$ cat src/rtl/serial_comparator_msb.sv
// Bit-serial magnitude comparator, MSB first.
// Scans operand pairs from the most significant bit down and latches the
// first differing pair; the registered EQ/GT/LT flags are published together
// with a one-cycle done strobe once WIDTH pairs have been accepted.
module serial_comparator_msb #(
   parameter int WIDTH = 4
) (
   input  logic clk,
   input  logic rst,
   input  logic start,
   input  logic clear,
   input  logic bit_valid,
   input  logic a_bit,
   input  logic b_bit,
   output logic busy,
   output logic done,
   output logic eq,
   output logic gt,
   output logic lt
);

   // Counter only needs to hold WIDTH down to 0; it exits RUN at 0 and never wraps.
   localparam int CW = $clog2(WIDTH + 1);
   localparam logic [CW-1:0] CNT_LOAD = CW'(WIDTH);
   localparam logic [CW-1:0] CNT_ONE  = CW'(1);

   localparam logic [1:0] S_IDLE = 2'd0;
   localparam logic [1:0] S_RUN  = 2'd1;
   localparam logic [1:0] S_DONE = 2'd2;

   logic [1:0]    state_q, state_d;
   logic [CW-1:0] cnt_q, cnt_d;
   logic          decided_q, decided_d;
   logic          pend_gt_q, pend_gt_d;
   logic          eq_q, eq_d;
   logic          gt_q, gt_d;
   logic          lt_q, lt_d;

   // Decision including the pair on the inputs this cycle; the first
   // difference wins and later pairs cannot overturn it.
   logic dec_now;
   logic pg_now;
   assign dec_now = decided_q | (a_bit ^ b_bit);
   assign pg_now  = decided_q ? pend_gt_q : a_bit;

   // Next-state logic: clear dominates, then the IDLE/RUN/DONE sequencing.
   always_comb begin
      state_d   = state_q;
      cnt_d     = cnt_q;
      decided_d = decided_q;
      pend_gt_d = pend_gt_q;
      eq_d      = eq_q;
      gt_d      = gt_q;
      lt_d      = lt_q;

      if (clear) begin
         // Abort without touching the last published result.
         state_d = S_IDLE;
         cnt_d   = '0;
      end else begin
         case (state_q)
            S_IDLE: begin
               if (start) begin
                  state_d   = S_RUN;
                  cnt_d     = CNT_LOAD;
                  decided_d = 1'b0;
                  pend_gt_d = 1'b0;
               end
            end
            S_RUN: begin
               if (bit_valid) begin
                  cnt_d     = cnt_q - CNT_ONE;
                  decided_d = dec_now;
                  pend_gt_d = pg_now;
                  if (cnt_q == CNT_ONE) begin
                     // Last pair: publish the flags on the same edge that enters DONE.
                     state_d = S_DONE;
                     eq_d    = ~dec_now;
                     gt_d    = dec_now & pg_now;
                     lt_d    = dec_now & ~pg_now;
                  end
               end
            end
            S_DONE: begin
               if (start) begin
                  // Back-to-back operation: skip IDLE entirely.
                  state_d   = S_RUN;
                  cnt_d     = CNT_LOAD;
                  decided_d = 1'b0;
                  pend_gt_d = 1'b0;
               end else begin
                  state_d = S_IDLE;
               end
            end
            default: begin
               state_d = S_IDLE;
               cnt_d   = '0;
            end
         endcase
      end
   end

   // State and result registers with asynchronous reset.
   always_ff @(posedge clk or posedge rst) begin
      if (rst) begin
         state_q   <= S_IDLE;
         cnt_q     <= '0;
         decided_q <= 1'b0;
         pend_gt_q <= 1'b0;
         eq_q      <= 1'b0;
         gt_q      <= 1'b0;
         lt_q      <= 1'b0;
      end else begin
         state_q   <= state_d;
         cnt_q     <= cnt_d;
         decided_q <= decided_d;
         pend_gt_q <= pend_gt_d;
         eq_q      <= eq_d;
         gt_q      <= gt_d;
         lt_q      <= lt_d;
      end
   end

   assign busy = (state_q == S_RUN);
   assign done = (state_q == S_DONE);
   assign eq   = eq_q;
   assign gt   = gt_q;
   assign lt   = lt_q;

endmodule
$ cat config.mk
export PLATFORM = sky130hd
export DESIGN_NAME = serial_comparator_msb
export DESIGN_NICKNAME = d
export VERILOG_FILES = /design/src/rtl/serial_comparator_msb.sv
export SDC_FILE = /design/constraint.sdc
export NUM_CORES = 1
export LEC_CHECK = 0
export ABC_AREA = 0
export CAP_MARGIN = 40
export CORE_AREA = 5 5 42 44
export CTS_CLUSTER_DIAMETER = 40
export DETAILED_ROUTE_END_ITERATION = 16
export DIE_AREA = 0 0 47 49
export GPL_TIMING_DRIVEN = 1
export PLACE_DENSITY = 0.64
export SLEW_MARGIN = 20
export SYNTH_ARGS = -nofsm -noshare
export SYNTH_HDL_FRONTEND = slang
export SYNTH_SLANG_ARGS = --single-unit
export TNS_END_PERCENT = 5
$ cat constraint.sdc
create_clock -name clk -period 2.45 [get_ports clk]
set_input_delay 0.49 -clock clk [delete_from_list [all_inputs] [get_ports clk]]
set_output_delay 0.49 -clock clk [all_outputs]
set_load 0.02 [all_outputs]
# After elaboration in Yosys (flattened, before gate mapping)
# Cells that the tools add are included.
dict set report totals {
  regBits 10
  latch_bits 0
  mem_bits_rw 0
  romBits 0
  out_inout_bits 5
  wordCells 47
  mem_count 0
}
dict set report classes {
  addsub 1
  mul 0
  div_mod_pow 0
  order_cmp 0
  n_eq_ne 9
  n_shift 0
  n_mux 16
  n_bitwise 7
  n_reduce_logical 7
}
# cell n
set ops {}
lappend ops {{$mux 3} 3}
lappend ops {{$mux 2} 4}
lappend ops {{$reduce_and 4->1} 2}
lappend ops {{$ne 3x3->1 const B} 2}
lappend ops {{$pmux 2 s3} 1}
lappend ops {{$pmux 3 s2} 1}
lappend ops {{$mux 1} 5}
lappend ops {{$pmux 1 s2} 2}
lappend ops {{$eq 3x1->1 const B} 1}
lappend ops {{$ne 3x1->1 const B} 1}
lappend ops {{$ne 3x2->1 const B} 1}
lappend ops {{$not 1->1} 3}
lappend ops {{$reduce_and 3->1} 1}
lappend ops {{$sub 3x1->3 const B} 1}
lappend ops {{$and 1x1->1} 2}
lappend ops {{$eq 2x1->1 const B} 1}
lappend ops {{$eq 2x2->1 const B} 1}
lappend ops {{$logic_not 2->1} 1}
lappend ops {{$ne 2x1->1 const B} 1}
lappend ops {{$ne 2x2->1 const B} 1}
lappend ops {{$reduce_and 2->1} 1}
lappend ops {{$reduce_bool 2->1} 1}
lappend ops {{$reduce_or 2->1} 1}
lappend ops {{$or 1x1->1} 1}
lappend ops {{$xor 1x1->1} 1}

# Depth between registers and ports, before layout
dict set report logic_depth {
  depth_word 5
  depth_mapped 5
  mapped_depth_nobuf 5
}

# Worst setup path before layout
# Ideal clock, no wire load.
dict set report synth_path {
  path_type {reg-to-reg}
  start {register state_q[1]}
  end {register eq_q (netlist: eq)}
  arrival_time_ns 1.209
  t_required_ns 2.325
  path_slack_ns 1.116
  stages_incl_launch_ff 4
  period_less_slack_ns 1.334
  cell_sequence {dfrtp_1 > nand2b_2 > nor4_4 > mux2_2}
}
dict set report synth_via {
  elab_chain_cells 2
}
# item line_no
set synth_rtl {}
lappend synth_rtl {{start, declared} 31} ;# logic [1:0] state_q, state_d;
lappend synth_rtl {{start signal, assigned} 114} ;# state_q <= state_d;
lappend synth_rtl {{$eq 2x1->1} 61} ;# case (state_q)
lappend synth_rtl {{$reduce_and 4->1 (no line)} --}
lappend synth_rtl {{end signal, assigned} 118} ;# eq_q <= eq_d;
lappend synth_rtl {{end, declared} 35} ;# logic eq_q, eq_d;
# No other way between the ends.
# A chain may end at the register's enable or synchronous reset.

# Worst setup path after layout
dict set report layout_path {
  start {register state_q[1]}
  end {output busy}
}
dict set report layout_via {
  elab_chain_cells 1
}
# item line_no
set layout_rtl {}
lappend layout_rtl {{$eq 2x1->1} 124} ;# assign busy = (state_q == S_RUN);
lappend layout_rtl {{end, declared} 15} ;# output logic busy,
# No other way between the ends.

==> flow_metrics.py <==
metrics = {
    "logic_synthesis": {
        "synth.yosys.warnings": 0,
        "ys_seq_elements": 10,
        "synth_flop_cell": "dfrtp_1",
        "ys_seq_area_share_pct": 45.56,
        "synthArstFlopShare_pct": 100.0,
        "netlist_area_um2": 549.3,
        "ys_types": 21,
        "synth_area_leader_cell": "dfrtp_1",
        "synthTopCellsByArea": "dfrtp_1 46%, mux2_2 6.2%, ha_1 4.6%, nor2b_1 4.6%, inv_1 4.1%",
        "synth_top_area_share_pct": 45.56,
        "yosysMostFrequentCell": "dfrtp_1",
        "synth-edff-count": 0,
        "synth_nets": 62,
        "synth_cells": 53,
        "synthTopCellsByCount": "10 x dfrtp_1, 6 x inv_1, 4 x nor2_1, 4 x nor2b_1",
        "syn_avg_cell_area_um2": 10.36,
    },
    "timing": {
        "hold_viol": 0,
        "relSlewSlack_pct": 74.48,
        "finalClockSkew_ns": 0.005553,
        "timing.fmax_mhz": 461.0,
        "period_share_pct": 88.53,
        "rsz0062_at_grt": "false",
        "drv_slew": 0,
        "setup_viol": 0,
        "tightest_slew_ns": 0.3824,
        "fin_crit_ns": 2.169,
        "tns_ns": 0,
    },
    "critical_path": {
        "cp-end-kind": "output port",
        "critical_path.max_fanout": 5,
        "required_ns": 1.96,
        "setup.worst_path.class": "reg2out",
        "critPathBufInv": 2,
        "cp_slowest_cell": "clkdlybuf4s50_1",
        "critical-path-top-delay-family": "buffers and inverters",
        "r2r_cells": 5,
        "cp_cell_sequence": "nand2b_2 > inv_1 > clkdlybuf4s50_1",
        "crit_cells": 3,
        "cp-start-kind": "flip-flop",
        "critPathMaxStageDelay_ns": 0.63,
        "crit_arrival_ns": 1.68,
    },
    "layout": {
        "fillers": 139,
        "nNetsFinal": 78,
        "fin_cells": 84,
        "drive_above_1_share_pct": 14.71,
        "antennaDiodeCount": 0,
        "area_delta_synth_final_pct": 30.30,
    },
    "power_and_ir_drop": {
        "p_leak_nw": 0.3138,
        "irDropWorstVdd_mv": 0.4288,
        "pwr_density_cell_mw_per_mm2": 629.0,
    },
    "floorplan": {
        "dieWidth_um": 47,
        "ios": 12,
        "row_count": 14,
        "die_area_mm2": 0.002303,
        "start_util_pct": 39.20,
        "die_h_um": 49,
        "core_mm2": 0.001401,
    },
    "clock_tree": {
        "h-tree-depth": 1,
        "post_cts_buffers": 0,
        "cts_buffer_depth": 2,
        "cts_resized": 0,
        "cts_tree": "built",
        "cts-root-buf": "clkbuf_4",
        "clock-sinks": 10,
        "clk_pin_slew_worst_paths_ns": 0.07,
        "cts_buffers": 3,
        "clkLatencyLatePin_ns": 0.26,
        "hold_buffers": 0,
    },
    "place": {
        "globalplace.congestion": 0.6692,
        "dp_cells": 80,
        "dp_hpwl_um": 867.3,
        "port_buffers": 11,
    },
    "min_path": {
        "worstHoldPathType": "in2async",
    },
    "global_route": {
        "grt_pass1_vias": 426,
        "grt_max_degree": 11,
        "grt-ovfl-total": 0,
        "grt_pass1_wl_um": 1925,
        "track_usage_pct": 11.61,
        "antenna_found_initial": 0,
    },
    "outcome": {
        "status": "finished, final reports clean",
    },
    "detailed_routing": {
        "antenna_violating_nets_post_route": 0,
        "wl_um": 1131,
        "routedWlPerCell_um": 13.46,
        "first_iter_violations": 17,
        "num_vias": 442,
        "drc": 0,
        "routed_via_density": 5.262,
        "firstDrtPassIters": 4,
    },
    "run": {
        "max_cap_viol_count": 0,
    },
}
[final timing paths]
path / start / to / slack [ns]
max reg2reg: cnt_q[1] / lt / 0.98
min: rst / gt / 0.49
max in group asynchronous: rst / lt / 1.68
min reg2reg: eq / eq / 0.51
max: state_q[1] / busy / 0.28
min in group clk: eq / eq / 0.51
[per-stage QoR]
| step | area [um2] | utilization (%) | worst slack, ns | hold slack [ns] | total power (W) |
|---|---|---|---|---|---|
| global placement | 679.4 | 48.48 | 0.4522 | 0.4985 | 0.0003023 |
| finish | 715.7 | 51.07 | 0.2810 | 0.4946 | 0.0004502 |
| CTS | 715.7 | 51.07 | 0.2827 | 0.5006 | 0.0004558 |
| floorplan | 549.3 | - | 1.116 | 0.3302 | 0.0002586 |
| global route | 715.7 | 51.07 | 0.2022 | 0.5213 | 0.0004798 |
| detailed placement | 679.4 | 48.48 | 0.4491 | 0.4983 | 0.0003048 |
[power breakdown]
part           leakage (nW)  internal (W)  switching (W)
clock                0.0210     0.0000902      0.0000571
sequential            0.134      0.000183      0.0000187
combinational         0.158     0.0000502      0.0000510
total                 0.314      0.000323       0.000127
[cell families after synthesis]
logic type / count (synthesis) / synth area share, %
AO/OA/AOI/OAI: 10 / 11.62
XOR/XNOR: 2 / 3.190
adder cells (fa/ha/maj): 2 / 4.555
buffers and inverters: 6 / 4.100
flip-flops: 10 / 45.56
multiplexers: 5 / 9.795
AND/OR/NAND/NOR: 18 / 21.18
[flip-flops by register name (all words and copies together), names as in the netlist]
name,flops
cnt_q,3
decided_q,1
eq,1
gt,1
lt,1
pend_gt_q,1
state_q,2
[cells in the final DEF, fill, tap and decap left out]
cell type and count:
mux2i_1 2, nand4b_1 1, o31ai_1 2, or2_2 1, nand2b_1 2, clkbuf_4 3, nor4_4 1, xor2_1 2
clkdlybuf4s50_1 11, a21oi_1 2, nor2b_1 4, inv_1 6, nor2_1 4, nand2_1 3, o21ai_0 3, nand2b_2 1
dfrtp_1 10, a32o_1 1, a31oi_1 1, nor3b_1 1, a22oi_1 1, clkbuf_8 1, mux2_2 3, ha_1 2
[area by class of cell]
type                    instances  area (um2)  share of cell area [%]
repair buffers                 11       110.1                   15.38
well taps                      16       20.02                   2.797
clock buffers                   4       36.28                   5.070
inverters                       6       22.52                   3.147
flip-flops and latches         10       250.2                   34.97
multi-input cells              37       276.5                   38.64
[routing by layer]
metal / wire, um / vias up / global-route usage [%]
li1: - / 213 / -
met3: 63 / 2 / 4.428
met1: 507 / 209 / 15.26
met5: 0 / - / 0
met4: 14 / 0 / 4.147
met2: 546 / 18 / 16.97
Note: power is estimated with default switching activity, not from simulation.
==> patch 1: new RTL, same settings <==
Set the parameter `WIDTH` to 8 (it was 4).
--- a/src/rtl/serial_comparator_msb.sv
+++ b/src/rtl/serial_comparator_msb.sv
@@ -3,7 +3,7 @@
 // first differing pair; the registered EQ/GT/LT flags are published together
 // with a one-cycle done strobe once WIDTH pairs have been accepted.
 module serial_comparator_msb #(
-   parameter int WIDTH = 4
+   parameter int WIDTH = 8
 ) (
    input  logic clk,
    input  logic rst,
Check against the original RTL: not equivalent (a bounded check fails within 10 cycles, from zero or initial values and one cycle with rst high).
==> patch 1 against the original RTL <==
Wire length up 7.5%. Register-to-register slack got worse by 0.18 ns. Global-route usage up 1.0 points. Power shrank 5.1%. Sequential cell count is 1 higher. Area after synthesis is 8.4% higher. Design area rose by 3.0%. Setup slack improved by 0.047 ns. Combinational power decreased by 12%. Largest cell class unchanged.
==> patch 1: results (changes against the original RTL) <==
nNetsFinal: 85  # +9.0%
slowest_stage: "clkdlybuf4s50_1"
reg_top3: "cnt_q x4, state_q x2"
drtPass1Iterations: 4  # unchanged
antenna_found_initial: 0  # unchanged
slowest_delay_ns: 0.61  # -0.02 ns
status: "completed"
arrival_ns: 1.63  # -0.05 ns
r2r-end: "eq"
synth_cell_types: 23  # +9.5%
drtAntennaViolNets: 0  # unchanged
postCtsSetupRepairBufs: 0  # unchanged
r2r_setup_slack_ns: 0.80  # -0.18 ns
synthTopCellsByCount: "dfrtp_1, nand2_1, nor2_1, o21ai_0, inv_1"
cp-startpoint: "state_q[1]"
hold_path_class: "flop to flop"
drv_slew: 0  # unchanged
htree_levels: 1  # unchanged
synth.area.top_cells: "dfrtp_1, o21ai_0, o31ai_1"
insertion_delay_ns: 0.27
clk_pin_slew_ns: 0.07  # about the same
finalWirelength_um: 1220  # +7.5%
fillerInstances: 141  # +1.4%
drt_iter0_drc: 6  # -11
gp_congestion: 0.749  # +12%
yosysWarnings: 0  # unchanged
slew_headroom: 0.676  # -0.0692
synth_nets: 71  # +15%
async_reset_ff_frac: 1.00  # unchanged
final_layout_size_suffix_gt1_frac: 0.107  # -0.0404
synth-seq-area-share: 0.462  # +0.00660
r2r_cells: 5  # unchanged
dp_hpwl_um: 910  # +5.0%
grt_max_degree: 14  # +3
grt_pass1_wl_um: 2060  # +6.8%
numCtsBuffers: 3  # unchanged
endpoint: "busy"
finClkSkew_ns: 0.00252  # -0.00303 ns
ys.flop_type: "dfrtp_1"
cts_max_path_buffers: 2  # unchanged
irDropWorstVdd_mv: 0.292  # -32%
p_leak_nw: 0.332  # +5.9%
groute.usage.overall: 0.126  # +0.0103
port_buffers: 11  # unchanged
cts_root_buf: "clkbuf_4"
vias: 481  # +8.8%
grt_pass1_vias: 453  # +6.3%
[patch 1: changes by cell type after synthesis, sizes merged, moves of 2 or more]
cell	delta
or3	+3
nor2	+2
a21oi	+2
nor2b	-4
and2b	+2
o31ai	+2
o21ai	+3
nand2	+3
nand2b	-2
[patch 1: final cells by class]
| class | instances | share of cell area |
|---|---|---|
| Clock buffer | 4 | 0.0357 |
| Inverter | 5 | 0.0255 |
| Multi-Input combinational cell | 44 | 0.389 |
| Sequential cell | 11 | 0.374 |
| Tap cell | 16 | 0.0272 |
| Timing Repair Buffer | 11 | 0.149 |
[patch 1: logic make-up after synthesis]
group,share of synthesized area
and+or+nand+nor,0.204
AOI/OAI and AO/OA,0.160
DFF,0.462
buffers and inverters,0.0567
muxes,0.0609
adders and majority gates,0.0420
xor gates and xnor gates,0.0147
[patch 1: how the worst min path moves through the flow]
stage,start,end,slack (ns),depth (start not counted)
after global placement,lt,lt,0.47,2
after CTS,lt,lt,0.49,2
after floorplan,rst,cnt_q[0],0.34,1
after detailed placement,lt,lt,0.47,2
after global routing,lt,lt,0.53,2
final,lt,lt,0.49,2
[patch 1: worst max-delay path, delay by kind of cell, from the launching register on]
kind / cells / cell delay, ns
flops: 1 / 0.41
buf+inv: 2 / 0.73
simple gates: 1 / 0.22
[patch 1: per-stage QoR]
step	power [W]	worst slack, ns	cell area, um^2	std cells	hold slack, ns
2_1_floorplan	0.000269	0.933	596	62	0.342
3_3_place_gp	0.000305	0.318	711	87	0.467
3_5_place_dp	0.000306	0.326	711	87	0.471
4_1_cts	0.000434	0.314	737	91	0.486
5_1_grt	0.000457	0.225	737	91	0.526
6_report	0.000427	0.328	737	91	0.485
[patch 1: power by group]
part	total [W]	switching (W)	internal, W	leakage (nW)
clock	0.000124	0.0000614	0.0000630	0.0150
sequential	0.000214	0.0000157	0.000198	0.148
combinational	0.0000893	0.0000455	0.0000438	0.169
[patch 1: routing by layer]
metal / vias up / GRT usage / part of all wire
met5: - / 0 / 0
met4: 0 / 0.0553 / 0.0099
met3: 2 / 0.0480 / 0.050
met2: 10 / 0.170 / 0.45
met1: 225 / 0.176 / 0.48
li1: 244 / - / -
==> patch 2: new RTL, config.mk and constraints unchanged <==
Made on the original files. Add an input register stage for `start`, `clear`, `bit_valid`, `a_bit` and `b_bit`, with the module's reset; this delays them by one clock.
--- a/src/rtl/serial_comparator_msb.sv
+++ b/src/rtl/serial_comparator_msb.sv
@@ -28,6 +28,28 @@
    localparam logic [1:0] S_RUN  = 2'd1;
    localparam logic [1:0] S_DONE = 2'd2;
 
+   logic start_q;
+   logic clear_q;
+   logic bit_valid_q;
+   logic a_bit_q;
+   logic b_bit_q;
+
+   always_ff @(posedge clk or posedge rst) begin
+      if (rst) begin
+         start_q     <= '0;
+         clear_q     <= '0;
+         bit_valid_q <= '0;
+         a_bit_q     <= '0;
+         b_bit_q     <= '0;
+      end else begin
+         start_q     <= start;
+         clear_q     <= clear;
+         bit_valid_q <= bit_valid;
+         a_bit_q     <= a_bit;
+         b_bit_q     <= b_bit;
+      end
+   end
+
    logic [1:0]    state_q, state_d;
    logic [CW-1:0] cnt_q, cnt_d;
    logic          decided_q, decided_d;
@@ -40,8 +62,8 @@
    // difference wins and later pairs cannot overturn it.
    logic dec_now;
    logic pg_now;
-   assign dec_now = decided_q | (a_bit ^ b_bit);
-   assign pg_now  = decided_q ? pend_gt_q : a_bit;
+   assign dec_now = decided_q | (a_bit_q ^ b_bit_q);
+   assign pg_now  = decided_q ? pend_gt_q : a_bit_q;
 
    // Next-state logic: clear dominates, then the IDLE/RUN/DONE sequencing.
    always_comb begin
@@ -53,14 +75,14 @@
       gt_d      = gt_q;
       lt_d      = lt_q;
 
-      if (clear) begin
+      if (clear_q) begin
          // Abort without touching the last published result.
          state_d = S_IDLE;
          cnt_d   = '0;
       end else begin
          case (state_q)
             S_IDLE: begin
-               if (start) begin
+               if (start_q) begin
                   state_d   = S_RUN;
                   cnt_d     = CNT_LOAD;
                   decided_d = 1'b0;
@@ -68,7 +90,7 @@
                end
             end
             S_RUN: begin
-               if (bit_valid) begin
+               if (bit_valid_q) begin
                   cnt_d     = cnt_q - CNT_ONE;
                   decided_d = dec_now;
                   pend_gt_d = pg_now;
@@ -82,7 +104,7 @@
                end
             end
             S_DONE: begin
-               if (start) begin
+               if (start_q) begin
                   // Back-to-back operation: skip IDLE entirely.
                   state_d   = S_RUN;
                   cnt_d     = CNT_LOAD;
Formal check against the unedited RTL: not equivalent (a bounded check fails within 4 cycles, from zero or initial values and one cycle with rst high).
==> patch 2 against the original RTL <==
Wire length down 5.3%. Register-to-register slack worse by 0.19 ns. Setup slack better by 0.068 ns. Design area rose by 16%. Synthesized cell count increased by 7.5%. Power up 9.7%. Critical path depth shrank 1. Cell count is 3.6% higher. Area after synthesis is 24% higher. Die area did not move. Global-route usage shrank 0.79 points. Sequential cell count up 5. Sequential power is 41% higher.
==> patch 2: results (changes against the original RTL) <==
status: "completed"
dp.cells: 83  # +3.8%
path_max_fanout: 9  # +4
finClkSkew_ns: 0.00478  # -0.000777 ns
syn_area_per_cell_um2: 12.0  # +15%
vias: 450  # +1.8%
synthMuxAreaShare: 0.0734  # -0.0246
worstMarginPinSlew_ns: 0.539  # +0.157 ns
whs_ns: 0.514  # +0.0191 ns
grt_max_degree: 16  # +5
grtUsageMet3: 0.0221  # -0.0221
grt_pass1_vias: 414  # -2.8%
insertion_delay_ns: 0.28  # +0.02 ns
synthTopCellsByCount: "dfrtp_1, inv_1, nand2b_1, nor2_1, a21oi_1"
dr_wl_met3_um: 70  # +11%
nNetsFinal: 81  # +3.8%
p_leak_nw: 0.376  # +20%
grtUsageMet1: 0.149  # -0.00378
synth-seq-area-share: 0.550  # +0.0949
synth_cell_types: 24  # +14%
swShare: 0.251  # -0.0307
met1Wirelength_um: 504  # -0.59%
r2r_setup_slack_ns: 0.79  # -0.19 ns
stdcell_count: 87  # +3.6%
final_layout_size_suffix_gt1_frac: 0.0845  # -0.0626
drtPass1Iterations: 5  # +1
synth_nets: 66  # +6.5%
gp_congestion: 0.796  # +19%
finalWorstSetupSlack_ns: 0.349  # +0.0677 ns
placed_area_um2: 807  # +19%
drt_iter0_drc: 5  # -12
synth_compound_area_frac: 0.116  # -0.000577
wl_met2_um: 469  # -14%
dp_hpwl_um: 787  # -9.3%
wl_per_cell_um: 12.3  # -8.6%
area_growth_pct: 22.2
hold_path_class: "flop to flop"
fillerInstances: 125  # -10%
arrival_ns: 1.61  # -0.07 ns
grt_pass1_wl_um: 1770  # -8.3%
cts_sinks: 15  # +5
synth.area.top_cells: "dfrtp_1, mux2_4, nand4bb_4"
place_ws_ns: 0.650  # +0.201 ns
-- patch 2: changes by cell type after synthesis, sizes merged, moves of 2 or more --
cell / delta
and2b: +2
dfrtp: +5
nand2: -2
nor2b: -3
xor2: -2
-- patch 2: worst paths after layout --
path,start,end,cells past startpoint
worst max register to register,state_q[1],gt,3
worst max-delay path,state_q[0],busy,2
max in group asynchronous,rst,cnt_q[2],2
worst min register to register,cnt_q[0],cnt_q[0],1
min in group asynchronous,rst,a_bit_q,2
worst min-delay path,cnt_q[0],cnt_q[0],1
-- patch 2: critical path, delay by kind of cell, from the launching register on --
kind	cells	cell delay, ns
AND/OR/NAND/NOR	1	0.21
flip-flops	1	0.51
buffers and inverters	1	0.62
-- patch 2: layout make-up --
| class | instances | area share |
|---|---|---|
| Timing Repair Buffer | 11 | 0.132 |
| Clock buffer | 4 | 0.0315 |
| Multi-Input combinational cell | 35 | 0.335 |
| Tap cell | 16 | 0.0240 |
| Inverter | 6 | 0.0270 |
| Sequential cell | 15 | 0.450 |
